<file path="src/rtl/jive_uart_pkg.sv">
// Shared types and constants for the JiVe UART host (FSM encoding, bus widths, byte enables).
package jive_uart_pkg;

  localparam int unsigned BYTE_W = 8;
  localparam int unsigned BUS_W  = 32;
  localparam int unsigned BENA_W = 4;

  localparam logic [BENA_W-1:0] UART_BENA = 4'b0001;

  typedef enum logic [1:0] {
    IDLE   = 2'd0,
    WR_REQ = 2'd1,
    RD_REQ = 2'd2,
    GAP    = 2'd3
  } state_t;

endpackage

</file>
<file path="src/rtl/jive_byte_fifo.sv">
// Synchronous FIFO with extra-bit pointers; head is the oldest entry, valid while not empty.
module jive_byte_fifo #(
  parameter int unsigned DEPTH = 4,
  parameter int unsigned WIDTH = 8
) (
  input  logic             clk,
  input  logic             rst,
  input  logic             push,
  input  logic [WIDTH-1:0] wdata,
  input  logic             pop,
  output logic [WIDTH-1:0] head,
  output logic             full,
  output logic             empty
);

  localparam int unsigned AW = $clog2(DEPTH);

  logic [AW:0]      wr_ptr;
  logic [AW:0]      rd_ptr;
  logic [WIDTH-1:0] mem [DEPTH];
  logic             do_push;
  logic             do_pop;

  assign empty   = (wr_ptr == rd_ptr);
  assign full    = (wr_ptr[AW] != rd_ptr[AW]) && (wr_ptr[AW-1:0] == rd_ptr[AW-1:0]);
  assign do_pop  = pop && !empty;
  // A push into a full FIFO is accepted only when a pop frees the slot in the same cycle.
  assign do_push = push && (!full || do_pop);
  assign head    = mem[rd_ptr[AW-1:0]];

  always_ff @(posedge clk or posedge rst) begin
    if (rst) begin
      wr_ptr <= '0;
      rd_ptr <= '0;
    end else begin
      if (do_push) wr_ptr <= wr_ptr + (AW+1)'(1);
      if (do_pop)  rd_ptr <= rd_ptr + (AW+1)'(1);
    end
  end

  always_ff @(posedge clk) begin
    if (do_push) mem[wr_ptr[AW-1:0]] <= wdata;
  end

endmodule

</file>
<file path="src/rtl/jive_uart_host.sv">
// Bus initiator for the JiVe UART slave port: TX FIFO drain, bounded RX polling, round-robin arbitration.
// Optional write timeout enabled by defining JIVE_UART_HOST_TIMEOUT_EN.
module jive_uart_host
  import jive_uart_pkg::*;
#(
  parameter int unsigned FIFO_DEPTH  = 4,
  parameter int unsigned POLL_CYCLES = 16,
  parameter int unsigned IDLE_GAP    = 2,
  parameter int unsigned TIMEOUT     = 65535
) (
  input  logic              clk,
  input  logic              rst,
  input  logic              tx_valid,
  input  logic [BYTE_W-1:0] tx_data,
  output logic              tx_ready,
  output logic              rx_valid,
  output logic [BYTE_W-1:0] rx_data,
  input  logic              rx_ready,
  input  logic              rx_poll_en,
  output logic              bus_csel,
  output logic              bus_rden,
  output logic              bus_wren,
  output logic [BENA_W-1:0] bus_bena,
  output logic [BUS_W-1:0]  bus_wdata,
  input  logic [BUS_W-1:0]  bus_rdata,
  input  logic              bus_dtack,
  output logic              busy,
  output logic              wr_timeout
);

  localparam int unsigned POLL_W = $clog2(POLL_CYCLES + 1);
  localparam int unsigned GAP_W  = $clog2(IDLE_GAP + 1);

  state_t            state;
  state_t            next_state;
  logic [POLL_W-1:0] poll_cnt;
  logic [POLL_W-1:0] poll_cnt_d;
  logic [GAP_W-1:0]  gap_cnt;
  logic [GAP_W-1:0]  gap_cnt_d;
  logic              wr_first;
  logic              wr_first_d;
  logic              arbitrate;
  logic              capture;
  logic              fifo_push;
  logic              fifo_pop;
  logic              fifo_full;
  logic              fifo_empty;
  logic [BYTE_W-1:0] fifo_head;
  logic              wr_cand;
  logic              rd_cand;
  logic              unused_bits;

  assign tx_ready  = !fifo_full;
  assign fifo_push = tx_valid && tx_ready;
  assign wr_cand   = !fifo_empty;
  assign rd_cand   = rx_poll_en && !rx_valid;
  assign busy      = (state != IDLE) || !fifo_empty;

  jive_byte_fifo #(
    .DEPTH (FIFO_DEPTH),
    .WIDTH (BYTE_W)
  ) u_fifo (
    .clk   (clk),
    .rst   (rst),
    .push  (fifo_push),
    .wdata (tx_data),
    .pop   (fifo_pop),
    .head  (fifo_head),
    .full  (fifo_full),
    .empty (fifo_empty)
  );

`ifdef JIVE_UART_HOST_TIMEOUT_EN
  logic [15:0] wr_cnt;
  logic [15:0] wr_cnt_d;
  logic        timeout_hit;

  always_ff @(posedge clk or posedge rst) begin
    if (rst) begin
      wr_cnt     <= '0;
      wr_timeout <= 1'b0;
    end else begin
      wr_cnt <= wr_cnt_d;
      if (timeout_hit) wr_timeout <= 1'b1;
    end
  end

  assign unused_bits = ^bus_rdata[BUS_W-1:BYTE_W];
`else
  assign wr_timeout  = 1'b0;
  assign unused_bits = ^{bus_rdata[BUS_W-1:BYTE_W], 32'(TIMEOUT)};
`endif

  always_ff @(posedge clk or posedge rst) begin
    if (rst) state <= IDLE;
    else     state <= next_state;
  end

  // Next state; the final GAP cycle arbitrates directly so the bus idles exactly IDLE_GAP cycles.
  always_comb begin
    next_state = state;
    fifo_pop   = 1'b0;
    capture    = 1'b0;
    arbitrate  = 1'b0;
    poll_cnt_d = '0;
    gap_cnt_d  = '0;
    wr_first_d = wr_first;
`ifdef JIVE_UART_HOST_TIMEOUT_EN
    wr_cnt_d    = '0;
    timeout_hit = 1'b0;
`endif
    case (state)
      IDLE: arbitrate = 1'b1;
      WR_REQ: begin
        if (bus_dtack) begin
          fifo_pop   = 1'b1;
          next_state = GAP;
        end
`ifdef JIVE_UART_HOST_TIMEOUT_EN
        else if (wr_cnt == 16'(TIMEOUT - 1)) begin
          fifo_pop    = 1'b1;
          timeout_hit = 1'b1;
          next_state  = GAP;
        end else begin
          wr_cnt_d = wr_cnt + 16'd1;
        end
`endif
      end
      RD_REQ: begin
        if (bus_dtack) begin
          capture    = 1'b1;
          next_state = GAP;
        end else if (poll_cnt == POLL_W'(POLL_CYCLES - 1)) begin
          next_state = GAP;
        end else begin
          poll_cnt_d = poll_cnt + POLL_W'(1);
        end
      end
      GAP: begin
        if (gap_cnt == GAP_W'(IDLE_GAP - 1)) arbitrate = 1'b1;
        else                                 gap_cnt_d = gap_cnt + GAP_W'(1);
      end
      default: next_state = IDLE;
    endcase

    if (arbitrate) begin
      next_state = IDLE;
      if (wr_cand && (wr_first || !rd_cand)) begin
        next_state = WR_REQ;
        wr_first_d = 1'b0;
      end else if (rd_cand) begin
        next_state = RD_REQ;
        wr_first_d = 1'b1;
      end
    end
  end

  always_ff @(posedge clk or posedge rst) begin
    if (rst) begin
      poll_cnt <= '0;
      gap_cnt  <= '0;
      wr_first <= 1'b1;
    end else begin
      poll_cnt <= poll_cnt_d;
      gap_cnt  <= gap_cnt_d;
      wr_first <= wr_first_d;
    end
  end

  // Bus outputs registered from the next state so they track the FSM without a lag cycle.
  always_ff @(posedge clk or posedge rst) begin
    if (rst) begin
      bus_csel  <= 1'b0;
      bus_rden  <= 1'b0;
      bus_wren  <= 1'b0;
      bus_bena  <= '0;
      bus_wdata <= '0;
    end else begin
      bus_csel  <= (next_state == WR_REQ) || (next_state == RD_REQ);
      bus_wren  <= (next_state == WR_REQ);
      bus_rden  <= (next_state == RD_REQ);
      bus_bena  <= ((next_state == WR_REQ) || (next_state == RD_REQ)) ? UART_BENA : '0;
      bus_wdata <= (next_state == WR_REQ) ? {{(BUS_W-BYTE_W){1'b0}}, fifo_head} : '0;
    end
  end

  always_ff @(posedge clk or posedge rst) begin
    if (rst) begin
      rx_valid <= 1'b0;
      rx_data  <= '0;
    end else if (capture) begin
      rx_valid <= 1'b1;
      rx_data  <= bus_rdata[BYTE_W-1:0];
    end else if (rx_valid && rx_ready) begin
      rx_valid <= 1'b0;
    end
  end

endmodule

</file>
<file path="config.mk">
export PLATFORM = sky130hd
export DESIGN_NAME = jive_uart_host
export DESIGN_NICKNAME = d
export VERILOG_FILES = /design/src/rtl/jive_uart_pkg.sv /design/src/rtl/jive_byte_fifo.sv /design/src/rtl/jive_uart_host.sv
export SDC_FILE = /design/constraint.sdc
export NUM_CORES = 1
export LEC_CHECK = 0
export CELL_PAD_IN_SITES_DETAIL_PLACEMENT = 0
export CELL_PAD_IN_SITES_GLOBAL_PLACEMENT = 1
export CORE_UTILIZATION = 40
export CTS_CLUSTER_SIZE = 25
export DETAILED_ROUTE_END_ITERATION = 10
export PLACE_DENSITY = 0.88
export SLEW_MARGIN = 20
export SYNTH_ARGS = -nofsm -noshare
export SYNTH_HDL_FRONTEND = slang
export SYNTH_SLANG_ARGS = --single-unit
</file>
<file path="constraint.sdc">
create_clock -name clk -period 3 [get_ports clk]
set_input_delay 0.6 -clock clk [delete_from_list [all_inputs] [get_ports clk]]
set_output_delay 0.6 -clock clk [all_outputs]
set_load 0.03 [all_outputs]
</file>
==> impl_metrics.tcl <==
set metrics [dict create \
    accumulated_negative_setup_slack_ns 0 \
    p_sw_uw 1306 \
    globalRouteMet2Util_pct 24.34 \
    synth_edf_count 32 \
    sw_frac_of_total_pct 35.05 \
    remaining_drc_errors 0 \
    fp.dieW_um 88.86 \
    synth.top_cells.by_area "sky130_fd_sc_hd__edfxtp_1 (32%), sky130_fd_sc_hd__dfrtp_1 (29%), sky130_fd_sc_hd__buf_4 (7.2%)" \
    p_per_area_mw_per_mm2 1016 \
    ys.flop_type "sky130_fd_sc_hd__dfrtp_1" \
    cts_buffers 9 \
    areaGrowthSynthToFinish_pct 21.60 \
    internal_power_uw 2421 \
    final-seq-area_sq_mm 0.001863 \
    ys_warn_count 0 \
    top_level_ports 97 \
    clkLatencyLatePin_ns 0.34 \
    grt_start_max_net_pins 37 \
    groute.layer.met3.usage_pct 2.892 \
    report.final.slew_viol_count 0 \
    status "finished clean" \
    r2r_slack_ns 0.69 \
    criticalPathCategory "flop to output port" \
    final_period_utilization_pct 90.55 \
    post-cts-setup-buffer-count 0 \
    place_congestion 0.7348 \
    route.detailed.wl_per_inst_um 13.46 \
    first_pass_grt_wire_length_um 7907 \
    clkPwrFrac_pct 21.1 \
    r2r_cells 7 \
    setup.worst_path.start "u_fifo.rd_ptr[2]" \
    antenna-diode-count 0 \
    placementRows 31 \
    seq_power_share_pct 37.8 \
    postSynthAreaPerCell_sq_um 15.17 \
    period_minus_slack_ns 2.717 \
    post_dp_cell_area_sq_mm 0.003462 \
    final_layout_size_suffix_gt1_share_pct 12.84 \
    number_of_h_tree_levels 3 \
    ys_seq_area_share_pct 61.73 \
    grt_overflow_total 0 \
    vdd_ir_drop_max_mv 0.6597 \
    critical_path_arrival_ns 2.12 \
    postRouteWirelength_um 4791 \
    worstMarginPinSlew_ns 0.5586 \
    category_of_the_worst_setup_path_capture_point "output port" \
    routing_usage_on_met1_pct 15.69 \
    synthesis.instances 199 \
    timing.critical_path.from_type "flop" \
    mapped_cell_area_sq_mm 0.003018 \
    hold_ws_ns 0.4523 \
    detailroute.via_count 1641 \
    timing.hold.worst.class "flop to flop" \
    drv.max_cap_violation_count 0 \
    final-hold-violation-count 0 \
    area_of_the_die_sq_mm 0.007896 \
    clk_root_buffer_cell "sky130_fd_sc_hd__clkbuf_8" \
    vias_per_cell 4.610 \
    finalPower_uw 3728 \
    upper_clock_frequency_limit_mhz 368.1 \
    grt_antenna_before_repair 0 \
    number_of_global_route_vias_before_repair 1667 \
    tritoncts "yes" \
    mostFrequentLayoutCell "sky130_fd_sc_hd__clkdlybuf4s50_1" \
    comb_power_share_pct 41.1 \
    port_buffers 44 \
    netlist.top_cell.by_area "sky130_fd_sc_hd__edfxtp_1" \
    rr_startpoint "state[0]" \
    layout.core_utilization_pct 50.33 \
    fillers 625 \
    firstDrtPassIters 4 \
    clock_tree.buffer_depth 2 \
    final_area_sq_mm 0.003670 \
    postSynth.asyncResetShare_pct 52.94 \
    worst_setup_hold_path_clk_slew_ns 0.07 \
    numClockSinks 68 \
    timing.max_slew.rel_slack_pct 62.76 \
    rsz0062_at_grt "no" \
    nets 310 \
    drt-initial-drc-count 79 \
    grt_usage_pct 14.06 \
    min_delay_path_depth 1 \
    ctsHoldBuffers 0 \
    synth_top_cell_area_share_pct 31.84 \
    core_footprint_sq_mm 0.007292 \
    synth_cell_types 37 \
    leakagePower_uw 0.001558 \
    cp-endpoint "busy" \
    multiInputGateArea_sq_um 970.9 \
    crit-reg2reg-capture "bus_wdata[1]" \
    ys_ff_latch 68 \
    initial_utilization_pct 41.39 \
    die_h_um 88.86 \
    dp_hpwl_um 3364 \
    finalClockSkew_ns 0.004256 \
    worstPathRequired_ns 2.40 \
    postRouteAntennaNets 0 \
    setup_viol 0 \
    postCtsResizedCells 0 \
    critical_path_maximum_fanout 5 \
    mostFrequentLayoutCells "sky130_fd_sc_hd__clkdlybuf4s50_1 (44), sky130_fd_sc_hd__dfrtp_1 (35), sky130_fd_sc_hd__edfxtp_1 (32)" \
    global_route.peak_usage_layer "met2" \
]
-- area by class of cell --
class | instances | share of cell area (%)
inverter | 11 | 1.125
timing repair buffer | 47 | 12.62
clock inverter | 5 | 2.080
clock buffer | 11 | 3.580
sequential | 68 | 50.77
tap | 99 | 3.375
multi-input combinational | 115 | 26.46
-- cells in the mapped netlist (3+ instances only) --
library cell               number
sky130_fd_sc_hd__dfrtp_1       35
sky130_fd_sc_hd__edfxtp_1      32
sky130_fd_sc_hd__buf_4         29
sky130_fd_sc_hd__ha_1          12
sky130_fd_sc_hd__inv_1         11
sky130_fd_sc_hd__and2_1         9
sky130_fd_sc_hd__mux2_2         9
sky130_fd_sc_hd__mux4_1         8
sky130_fd_sc_hd__and3_1         5
sky130_fd_sc_hd__nor2_1         5
sky130_fd_sc_hd__nand2_1        4
sky130_fd_sc_hd__o21ai_0        4
sky130_fd_sc_hd__xor2_1         4
sky130_fd_sc_hd__nor2b_1        3
sky130_fd_sc_hd__xnor2_1        3
-- critical path, stage by stage (launching register included) --
cell                              delay (ns)
sky130_fd_sc_hd__dfrtp_1                0.40
sky130_fd_sc_hd__xor2_1                 0.19
sky130_fd_sc_hd__nand3b_2               0.29
sky130_fd_sc_hd__or2_2                  0.31
sky130_fd_sc_hd__clkdlybuf4s50_1        0.59
-- power by group through the flow --
stage          clock, uW  combinational (uW)  sequential, uW
2_1_floorplan          0                 938            1590
3_3_place_gp           0                1500            1410
3_5_place_dp           0                1550            1430
4_1_cts              804                1550            1410
5_1_grt              839                1670            1440
6_report             785                1530            1410
-- through the flow --
stage	setup slack, ns	cells
global route	0.1935	356
global placement	0.5174	340
detailed placement	0.4810	340
floorplan	1.179	226
finish	0.2834	356
CTS	0.2616	356
-- per-layer routing --
metal  vias to the layer above  wire, um  share of wire, %
li1                        761         -                 -
met1                       806      2050                43
met2                        60      2410                50
met3                        14       174               3.6
met4                         0       156               3.3
met5                         -         0                 0
-- kinds of logic (layout without fill, tap and decap cells) --
| family | after synthesis | after routing | synth area share [%] |
|---|---|---|---|
| flops | 68 | 68 | 61.73 |
| other cells | 1 | 28 | 0.1243 |
| buf+inv | 43 | 74 | 9.453 |
| fa+ha+maj | 12 | 12 | 4.975 |
| mux | 18 | 18 | 10.82 |
| simple gates | 35 | 35 | 6.882 |
| xor+xnor | 9 | 9 | 3.109 |
| compound gates | 13 | 13 | 2.902 |
-- registers in the layout (all words and copies together) (netlist names) --
name           count
u_fifo.mem        32
gap_cnt            2
rx_data            8
poll_cnt           5
u_fifo.wr_ptr      3
bus_bena           1
wr_first           1
bus_rden           1
bus_wren           1
u_fifo.rd_ptr      3
state              2
bus_wdata          8
rx_valid           1
-- how the worst min path moves through the flow --
stage / to / startpoint / slack [ns]
4_1_cts: gap_cnt[0] / gap_cnt[0] / 0.45
5_1_grt: gap_cnt[0] / gap_cnt[0] / 0.48
3_5_place_dp: gap_cnt[0] / gap_cnt[0] / 0.43
3_3_place_gp: gap_cnt[0] / gap_cnt[0] / 0.43
2_1_floorplan: gap_cnt[0] / gap_cnt[0] / 0.41
6_report: gap_cnt[0] / gap_cnt[0] / 0.45
(Power assumes the default switching activity.)
==> RTL edit: new RTL, same flow settings <==
Add a define of `JIVE_UART_HOST_TIMEOUT_EN`.
--- a/src/rtl/jive_uart_host.sv
+++ b/src/rtl/jive_uart_host.sv
@@ -1,5 +1,7 @@
 // Bus initiator for the JiVe UART slave port: TX FIFO drain, bounded RX polling, round-robin arbitration.
 // Optional write timeout enabled by defining JIVE_UART_HOST_TIMEOUT_EN.
+`define JIVE_UART_HOST_TIMEOUT_EN
+
 module jive_uart_host
   import jive_uart_pkg::*;
 #(
Formal check against the unedited RTL: no difference found for any inputs over 10 cycles, from zero or initial values and one cycle with rst high; that may be too few to reach the edited logic, so the function may still have changed.
==> RTL edit against the unedited design <==
Global-route usage is 0.44 points higher. Power grew 13%. Clock power is 13% higher. Combinational power is 9% higher. Die area increased by 27%. Clock skew up 0.0046 ns. Sequential cell count grew 17. Critical path depth did not move. Wire length rose by 37%. Synthesized cell count up 42%. Worst setup slack worse by 0.12 ns. Cell area up 24%. Area after synthesis rose by 27%. Largest cell class unchanged. Largest power group unchanged.
==> RTL edit: results (changes against the unedited design) <==
** Status
- Outcome: finished, final reports clean (unchanged).

** Global routing
- The global-route met2 utilization is 23.82% (was 24.34%).
- The largest net degree at the start of global routing was 54 (was 37).
- The first-pass GRT wire length is 10,990 µm (was 7907 µm).
- The met1 track demand over resource in global routing is 18.54% (was 15.69%).
- Met3 track demand over resource :: 2.786% (was 2.892%)

** Drt
- DRT Wirelength :: 6558 µm (was 4791 µm)
- The total number of vias is 2,168 (was 1,641).
- Iteration-0 DRC Markers :: 106 (was 79)

** Place
- Final RePlAce weighted congestion :: 0.6975 (was 0.7348)
- The placed instance count was 454 (was 340).
- Area after detailed placement :: 4335 µm² (was 3462 µm²)
- Pre-CTS setup slack :: 0.5400 ns (was 0.4810 ns)
- The total half-perimeter wirelength after legalization and detailed placement came to 4470 µm (was 3364 µm).
- Port-buffer cells :: 45 (was 44)

** Cells and area
- The number of nets at the end of the flow was 396 (was 310).
- The register fraction of the total cell area was 50.22% (was 50.77%).
- The share of post-route cells with drive strength above 1 is 14.08% (was 12.84%).
- The clock buffer count came to 10 (was 11).
- Number of ordinary inverters in the final layout :: 13 (was 11)
- Count of flip-flops and latches :: 85 (was 68)
- The clock-cell share of area was 4.860% (was 5.660%).
- The final non-filler cell total was 470 (was 356).
- The sequential cell area in the final layout is 2288 µm² (was 1863 µm²).
- The non-clock buffer share of cell area was 10.38% (was 12.62%).

** Power
- The power attributed to combinational cells came to 1.67 mW (was 1.53 mW).
- Leakage power summed over all cells :: 1.889 nW (was 1.558 nW)
- VDD IR-drop max :: 0.0005150 V (was 0.0006597 V)
- The internal power component was 2.683 mW (was 2.421 mW).

** Synthesis
- The sequential-to-total area share from yosys stat is 59.63% (was 61.73%).
- Average instance area after synthesis :: 13.61 µm² (was 15.17 µm²)
- Distinct cell type count of the synthesized netlist :: 46 (was 37)
- Area share of xor/xnor cells in the synthesized design :: 4.793% (was 3.109%)
- Async set-or-reset flop fraction in the synthesized netlist :: 62.35% (was 52.94%)
- Top cell types by occurrence after synthesis :: 52 x sky130_fd_sc_hd__dfrtp_1, 32 x sky130_fd_sc_hd__edfxtp_1, 29 x sky130_fd_sc_hd__buf_4 (was 35 x sky130_fd_sc_hd__dfrtp_1, 32 x sky130_fd_sc_hd__edfxtp_1, 29 x sky130_fd_sc_hd__buf_4)
- Synthesized-area fraction occupied by ao, oa, aoi and oai cells :: 3.717% (was 2.902%)

** Setup path
- The endpoint of the most critical register-to-register path is bus_wdata[0]$_DFF_PP0_ (was bus_wdata[1]$_DFF_PP0_).
- The register-to-register setup slack came to 0.77 ns (was 0.69 ns).

** STA
- The fraction of the cycle the final worst path needs was 94.72% (was 90.55%).
- The smallest hold slack came to 0.4515 ns (was 0.4523 ns).
- The worst clock skew came to 0.008860 ns (was 0.004256 ns).
- Actual transition at the worst max-transition pin :: 0.6854 ns (was 0.5586 ns)

** CTS
- Insertion delay to the later sink of the worst-skew pair :: 0.36 ns (was 0.34 ns)

** Die
- The core box area came to 9284 µm² (was 7292 µm²).
RTL edit: layer usage:
layer | share of wire (%) | vias to the layer above | wire, µm
met3 | 3.2 | 8 | 210
met1 | 46 | 1071 | 3019
met2 | 49 | 46 | 3242
met4 | 1.3 | 0 | 86
met5 | 0 | - | 0
li1 | - | 1043 | -
RTL edit: worst max-delay path by stage:
| stage | start | endpoint |
|---|---|---|
| CTS | u_fifo.wr_ptr[1]$_DFFE_PP0P_ | busy |
| global route | u_fifo.wr_ptr[0]$_DFFE_PP0P_ | busy |
| detailed placement | u_fifo.wr_ptr[1]$_DFFE_PP0P_ | busy |
| global placement | u_fifo.wr_ptr[1]$_DFFE_PP0P_ | busy |
| finish | u_fifo.wr_ptr[1]$_DFFE_PP0P_ | busy |
| floorplan | state[0]$_DFF_PP0_ | bus_wdata[0]$_DFF_PP0_ |
